### config.mk
export PLATFORM = sky130hd
export DESIGN_NAME = button_event_fsm
export DESIGN_NICKNAME = d
export VERILOG_FILES = /design/src/rtl/button_event_fsm.sv
export SDC_FILE = /design/constraint.sdc
export NUM_CORES = 1
export LEC_CHECK = 0
export CORE_MARGIN = 1.5
export CORE_UTILIZATION = 39
export CTS_CLUSTER_DIAMETER = 120
export DETAILED_ROUTE_END_ITERATION = 6
export PLACE_DENSITY = 0.66
export SLEW_MARGIN = 10
export SYNTH_ARGS = -nofsm -noshare
export SYNTH_HDL_FRONTEND = slang
export SYNTH_SLANG_ARGS = --single-unit
export TNS_END_PERCENT = 20
### constraint.sdc
create_clock -name clk -period 6 [get_ports clk]
set_input_delay 1.2 -clock clk [delete_from_list [all_inputs] [get_ports clk]]
set_output_delay 1.2 -clock clk [all_outputs]
set_load 0.005 [all_outputs]
### src/rtl/button_event_fsm.sv
// Purpose: turns qualified debounced button samples into press/release/click/long/repeat events.
// Latency: one cycle from the edge sampling sample_valid=1 to the registered event outputs.
// Backpressure: none; every strobe is consumed, and back-to-back strobes each produce their own result.
module button_event_fsm #(
  parameter int LONG_SAMPLES   = 16,
  parameter int REPEAT_SAMPLES = 4,
  parameter int CNT_W          = 8
) (
  input  logic       clk,
  input  logic       reset,
  input  logic       sample_valid,
  input  logic       db_signal,
  output logic       press_pulse,
  output logic       release_pulse,
  output logic       click_pulse,
  output logic       long_pulse,
  output logic       repeat_pulse,
  output logic       held,
  output logic [7:0] press_count
);

  typedef enum logic [1:0] {
    IDLE    = 2'd0,
    PRESSED = 2'd1,
    HELD    = 2'd2
  } state_t;

  localparam logic [CNT_W-1:0] LONG_C = CNT_W'(LONG_SAMPLES);
  localparam logic [CNT_W-1:0] REP_C  = CNT_W'(REPEAT_SAMPLES);
  localparam logic [CNT_W-1:0] ONE_C  = CNT_W'(1);

  state_t           state_q, state_d;
  logic [CNT_W-1:0] hold_cnt_q, hold_cnt_d;
  logic [CNT_W-1:0] rep_cnt_q, rep_cnt_d;
  logic [7:0]       press_count_q, press_count_d;
  logic             press_q, press_d;
  logic             release_q, release_d;
  logic             click_q, click_d;
  logic             long_q, long_d;
  logic             repeat_q, repeat_d;
  logic             held_q, held_d;

  logic [CNT_W-1:0] hold_inc;
  logic [CNT_W-1:0] rep_inc;

  assign hold_inc = hold_cnt_q + ONE_C;
  assign rep_inc  = rep_cnt_q + ONE_C;

  // Next-state, counter and event decode; only qualified samples move anything.
  always_comb begin
    state_d       = state_q;
    hold_cnt_d    = hold_cnt_q;
    rep_cnt_d     = rep_cnt_q;
    press_count_d = press_count_q;
    press_d       = 1'b0;
    release_d     = 1'b0;
    click_d       = 1'b0;
    long_d        = 1'b0;
    repeat_d      = 1'b0;

    if (sample_valid) begin
      case (state_q)
        IDLE: begin
          if (db_signal) begin
            state_d       = PRESSED;
            hold_cnt_d    = ONE_C;
            press_d       = 1'b1;
            press_count_d = press_count_q + 8'd1;
          end
        end
        PRESSED: begin
          if (db_signal) begin
            // Long threshold is checked here only, so it can never coincide with a repeat.
            if (hold_inc == LONG_C) begin
              state_d   = HELD;
              long_d    = 1'b1;
              rep_cnt_d = '0;
            end else begin
              hold_cnt_d = hold_inc;
            end
          end else begin
            state_d    = IDLE;
            release_d  = 1'b1;
            click_d    = 1'b1;
            hold_cnt_d = '0;
          end
        end
        HELD: begin
          if (db_signal) begin
            if (rep_inc == REP_C) begin
              repeat_d  = 1'b1;
              rep_cnt_d = '0;
            end else begin
              rep_cnt_d = rep_inc;
            end
          end else begin
            state_d    = IDLE;
            release_d  = 1'b1;
            hold_cnt_d = '0;
            rep_cnt_d  = '0;
          end
        end
        default: begin
          state_d    = IDLE;
          hold_cnt_d = '0;
          rep_cnt_d  = '0;
        end
      endcase
    end

    // held tracks the registered state so it rises with long_pulse and falls with release.
    held_d = (state_d == HELD);
  end

  // State, counters and all outputs registered; synchronous reset drops any pending event.
  always_ff @(posedge clk) begin
    if (!reset) begin
      state_q       <= IDLE;
      hold_cnt_q    <= '0;
      rep_cnt_q     <= '0;
      press_count_q <= '0;
      press_q       <= 1'b0;
      release_q     <= 1'b0;
      click_q       <= 1'b0;
      long_q        <= 1'b0;
      repeat_q      <= 1'b0;
      held_q        <= 1'b0;
    end else begin
      state_q       <= state_d;
      hold_cnt_q    <= hold_cnt_d;
      rep_cnt_q     <= rep_cnt_d;
      press_count_q <= press_count_d;
      press_q       <= press_d;
      release_q     <= release_d;
      click_q       <= click_d;
      long_q        <= long_d;
      repeat_q      <= repeat_d;
      held_q        <= held_d;
    end
  end

  assign press_pulse   = press_q;
  assign release_pulse = release_q;
  assign click_pulse   = click_q;
  assign long_pulse    = long_q;
  assign repeat_pulse  = repeat_q;
  assign held          = held_q;
  assign press_count   = press_count_q;

endmodule

* After elaboration in Yosys (flattened, before gate mapping)
Index checks and enable logic that the tools add are counted.
Storage, ports and cells: output and inout port bits 14, bits in registers 32, bits of input ports 4, logic and storage cells 54
Operators by class: eq/ne operators 10, multiplexer cells 20, reduce and logical (&&, ||, !) cells 10, $add $sub $neg 3, bitwise gates (word level) 1
Operator list (count):
- 8-bit two-way mux | 8
- 8-bit one-hot mux with 3 select lines | 2
- 8-bit by 1-bit adder with 8-bit output (second input constant) | 3
- 4-bit AND reduction | 4
- 3-bit AND reduction | 4
- 2-bit two-way mux | 5
- 8-bit by 3-bit == test with 1-bit output (second input constant) | 1
- 8-bit by 5-bit == test with 1-bit output (second input constant) | 1
- 2-bit inequality test (second input constant) | 4
- 2-bit one-hot mux with 3 select lines | 1
- 2-bit == test (second input constant) | 2
- 1-bit two-way mux | 4
- 3-bit inequality test (second input constant) | 1
- 2-bit by 1-bit == test with 1-bit output (second input constant) | 1
- 2-bit logical NOT | 1
- 2-bit OR reduction | 1
- 1-bit NOT | 1

* Logic depth before layout (Yosys ltp)
depth in word-level cells 7, mapped depth 9, gate-level depth less buffers 7

* Worst setup path before layout
OpenSTA, ideal clock, no wires.
kind input port to flip-flop, from in sample_valid, to reg rep_cnt_q[5], library setup time 0.071 ns, stages on the path 6, buffers on the path 1, setup slack 3.366 ns, arrival time 2.564 ns, required time 5.929 ns, path through clkbuf_1 > nand2b_1 > nand3b_1 > o32a_1 > or4b_1 > a21oi_1
Between the ends: word-level cells in the longest chain between the ends 1
RTL lines:
- from (decl) | line 11 | input logic sample_valid,
- 4-bit AND reduction (no line)
- to (signal assigned) | line 131 | rep_cnt_q <= rep_cnt_d;
- to (decl) | line 34 | logic [CNT_W-1:0] rep_cnt_q, rep_cnt_d;
Every way passes these cells. A chain may end at the register's enable or synchronous reset.

* Worst setup path in the final report
Ends and elaborated chain as after synthesis.

==> metrics.txt <==
# TYPE chip_impl_metric gauge
chip_impl_metric{name="post-route-cell-area",unit="um2"} 1930
chip_impl_metric{name="fp-row-count",unit=""} 23
chip_impl_metric{name="setup_viol",unit=""} 0
chip_impl_metric{name="total_clock_buffers_created_by_cts",unit=""} 5
chip_impl_metric{name="portBuffers",unit=""} 17
chip_impl_metric{name="core_area",unit="um2"} 4060
chip_impl_info{name="critical-path-top-delay-family",value="simple AND/OR/NAND/NOR gates"} 1
chip_impl_metric{name="synth_fp_nets",unit=""} 215
chip_impl_metric{name="dr.first_iter.drc_count",unit=""} 80
chip_impl_metric{name="clkLatencyLatePin",unit="ns"} 0.28
chip_impl_metric{name="grt.total_usage",unit=""} 0.170
chip_impl_metric{name="initial_cell_density_of_the_core",unit=""} 0.409
chip_impl_metric{name="power.density_cell_area",unit="nW/um2"} 216
chip_impl_metric{name="leakage_power_summed_over_all_cells",unit="nW"} 0.684
chip_impl_metric{name="drtPass1Iterations",unit=""} 4
chip_impl_metric{name="syn_area",unit="um2"} 1660
chip_impl_metric{name="async_flop_share",unit=""} 0
chip_impl_metric{name="finalCoreUtilization",unit=""} 0.475
chip_impl_metric{name="cts.sinks",unit=""} 32
chip_impl_metric{name="share_of_cells_above_drive_strength_1",unit=""} 0.0413
chip_impl_metric{name="detailed_place.area",unit="um2"} 1850
chip_impl_metric{name="clock_path_buffers",unit=""} 2
chip_impl_metric{name="post_cts.repair.setup_buffers",unit=""} 0
chip_impl_info{name="clock_tree.root_cell",value="clkbuf_8"} 1
chip_impl_metric{name="n_fill_cell",unit=""} 408
chip_impl_metric{name="layoutNonFillerInstCount",unit=""} 268
chip_impl_metric{name="antenna_cells_inserted",unit=""} 0
chip_impl_metric{name="synth-warning-count",unit=""} 0
chip_impl_metric{name="synth_edf_count",unit=""} 0
chip_impl_metric{name="dieHeight",unit="um"} 68.3
chip_impl_metric{name="drv_slew",unit=""} 0
chip_impl_metric{name="worst_setup_hold_path_clk_slew",unit="ns"} 0.06
chip_impl_metric{name="fp.dieArea",unit="um2"} 4660
chip_impl_metric{name="synthCells",unit=""} 204
chip_impl_info{name="run_status",value="complete, no violations"} 1
chip_impl_metric{name="power.total",unit="uW"} 417
chip_impl_metric{name="nets",unit=""} 229
chip_impl_metric{name="wire_per_inst",unit="um"} 13.2
chip_impl_info{name="criticalPathCategory",value="in -> reg"} 1
chip_impl_metric{name="setup_tns",unit="ns"} 0
chip_impl_metric{name="crit_arrival",unit="ns"} 3.26
chip_impl_metric{name="irDropWorstVdd",unit="mV"} 0.0949
chip_impl_info{name="grt_setup_unrepaired",value="no"} 1
chip_impl_metric{name="critical-path-max-stage-delay",unit="ns"} 0.68
chip_impl_info{name="crit_path_cell_trace",value="clkdlybuf4s50_1 > nand2b_1 > nand3b_1 > o32a_1 > or4b_1 > a21oi_1"} 1
chip_impl_metric{name="report.final.hold_viol_count",unit=""} 0
chip_impl_metric{name="yosysSeqAreaShare",unit=""} 0.386
chip_impl_metric{name="final.setup_skew",unit="ns"} 0.00907
chip_impl_metric{name="timing.slew.headroom",unit=""} 0.615
chip_impl_metric{name="drcViolationCount",unit=""} 0
chip_impl_metric{name="finalCriticalPeriod",unit="ns"} 3.06
chip_impl_metric{name="path_max_fanout",unit=""} 14
chip_impl_metric{name="syn-mean-instance-area",unit="um2"} 8.15
chip_impl_metric{name="post_cts_resized",unit=""} 0
chip_impl_metric{name="ff_to_ff_setup_slack",unit="ns"} 3.64
chip_impl_info{name="crit_slowest_cell",value="clkdlybuf4s50_1"} 1
chip_impl_metric{name="ys_seq_elements",unit=""} 32
chip_impl_metric{name="grt.overflow.total",unit=""} 0
chip_impl_info{name="hp-class",value="reg -> reg"} 1
chip_impl_metric{name="grt_start_max_net_pins",unit=""} 19
chip_impl_metric{name="multi_input_area",unit="um2"} 952
chip_impl_info{name="ys_dominant_reg_cell",value="dfxtp_1"} 1
chip_impl_metric{name="die_x",unit="um"} 68.3
chip_impl_metric{name="achievable-frequency",unit="MHz"} 327
chip_impl_metric{name="antenna_found_initial",unit=""} 0
chip_impl_metric{name="finalCritPeriodShare",unit=""} 0.510
chip_impl_info{name="worstSetupStartpointType",value="input port"} 1
chip_impl_metric{name="placed_cells",unit=""} 261
chip_impl_metric{name="detailedPlacementHpwl",unit="um"} 2470
chip_impl_metric{name="register_cell_area_after_layout",unit="um2"} 641
chip_impl_metric{name="wire_length_of_the_first_global_routing_pass",unit="um"} 5860
chip_impl_info{name="tritoncts_clock_tree",value="done"} 1
chip_impl_metric{name="setup_slack",unit="ns"} 2.94
chip_impl_metric{name="grt_pass1_vias",unit=""} 1333
chip_impl_metric{name="h_tree_level_count",unit=""} 2
chip_impl_metric{name="maxCapViolations",unit=""} 0
chip_impl_metric{name="ys_types",unit=""} 42
chip_impl_metric{name="postRouteWirelength",unit="um"} 3540
chip_impl_metric{name="holdWs",unit="ns"} 0.477
chip_impl_metric{name="flow.area_growth_from_synthesis",unit="%"} 16.1
chip_impl_metric{name="place.gp.congestion",unit=""} 0.824
chip_impl_metric{name="ios",unit=""} 18
chip_impl_metric{name="placement.setup.worst_slack",unit="ns"} 2.68
chip_impl_metric{name="tightest_slew",unit="ns"} 0.576
chip_impl_metric{name="cp.buffers_inverters",unit=""} 1
chip_impl_metric{name="antenna_nets_post_route",unit=""} 0
chip_impl_metric{name="crit_required",unit="ns"} 6.20
chip_impl_metric{name="routed-via-count",unit=""} 1497
chip_impl_metric{name="vias_per_std_cell",unit=""} 5.59
chip_impl_metric{name="cts_hold_buffers",unit=""} 0
chip_impl_info{name="end_kind",value="flop"} 1
cells in the final DEF (no fill, tap or decap), types with 5 or more instances in the layout:
| cell type | instances |
|---|---|
| nand3_1 | 11 |
| clkdlybuf4s50_1 | 17 |
| and3_1 | 6 |
| ha_1 | 7 |
| nor2_1 | 20 |
| inv_1 | 5 |
| o21ai_0 | 13 |
| nor2b_1 | 5 |
| dfxtp_1 | 32 |
| nand2_1 | 17 |
| a21oi_1 | 15 |
| xor2_1 | 5 |
| nor3_1 | 6 |
| clkbuf_8 | 5 |
Yosys cell counts (2+ instances only):
master | instances | area, um2
mux2i_1 | 3 | 30.0
a21oi_1 | 15 | 75.1
nor2b_1 | 5 | 31.3
o21ai_0 | 13 | 65.1
dfxtp_1 | 32 | 641
xor2_1 | 5 | 43.8
or3_1 | 4 | 25.0
ha_1 | 7 | 87.6
and3_1 | 6 | 37.5
or4_1 | 2 | 15.0
nand4_1 | 3 | 18.8
nand2_1 | 17 | 63.8
nand2b_1 | 4 | 25.0
clkbuf_1 | 8 | 30.0
o211ai_1 | 4 | 30.0
nand3_1 | 11 | 55.1
xnor2_1 | 3 | 26.3
nor4_1 | 3 | 18.8
a31oi_1 | 3 | 18.8
nor3_1 | 6 | 30.0
and4_1 | 3 | 26.3
inv_1 | 5 | 18.8
nand3b_1 | 3 | 22.5
nor2_1 | 20 | 75.1
nor3b_1 | 2 | 15.0
routing by layer:
layer	vias up	global-route usage	wire, um
li1	754	-	-
met1	700	0.221	1770
met2	36	0.258	1550
met3	7	0.0493	161
met4	0	0.0800	61
met5	-	0	0
cells by family (layout without fill, tap and decap cells):
kind of cell | count (synthesis) | count (layout) | share of synthesized area
mux | 3 | 3 | 0.0181
xor+xnor | 8 | 8 | 0.0422
simple gates | 95 | 95 | 0.306
compound gates | 43 | 43 | 0.154
flops | 32 | 32 | 0.386
fa+ha+maj | 7 | 7 | 0.0527
buf+inv | 16 | 30 | 0.0414
worst register-to-register path: cells and delay by family, from the launching register on:
family | cells | cell delay, ns
AND/OR/NAND/NOR | 3 | 0.88
AO/OA/AOI/OAI | 2 | 0.58
flip-flops | 1 | 0.38
adder cells (fa/ha/maj) | 1 | 0.33
buffers and inverters | 1 | 0.11
area by class of cell:
class / count / share of cell area
multi-input combinational: 156 / 0.494
sequential: 32 / 0.332
timing repair buffer: 17 / 0.0882
clock buffer: 5 / 0.0357
tap: 50 / 0.0324
inverter: 6 / 0.0117
clock inverter: 2 / 0.00649
power by group:
part / internal, mW / total [mW] / switching [mW]
Combinational: 0.0164 / 0.0416 / 0.0252
Sequential: 0.216 / 0.219 / 0.00364
Clock: 0.0783 / 0.156 / 0.0781
state kept, by name, indices dropped and copies added (netlist names):
signal and cells:
hold_cnt_q 8, press_count 8, rep_cnt_q 8, state_q 2
click_pulse 1, held 1, long_pulse 1, press_pulse 1
release_pulse 1, repeat_pulse 1
worst paths after layout:
check                                  start      endpoint  depth (start not counted)
worst min-delay path            rep_cnt_q[1]  rep_cnt_q[1]                          2
worst max register to register    state_q[0]  rep_cnt_q[5]                          7
worst max-delay path            sample_valid  rep_cnt_q[5]                          6
worst min register to register  rep_cnt_q[1]  rep_cnt_q[1]                          2
Note: power is estimated with default switching activity, not from simulation.
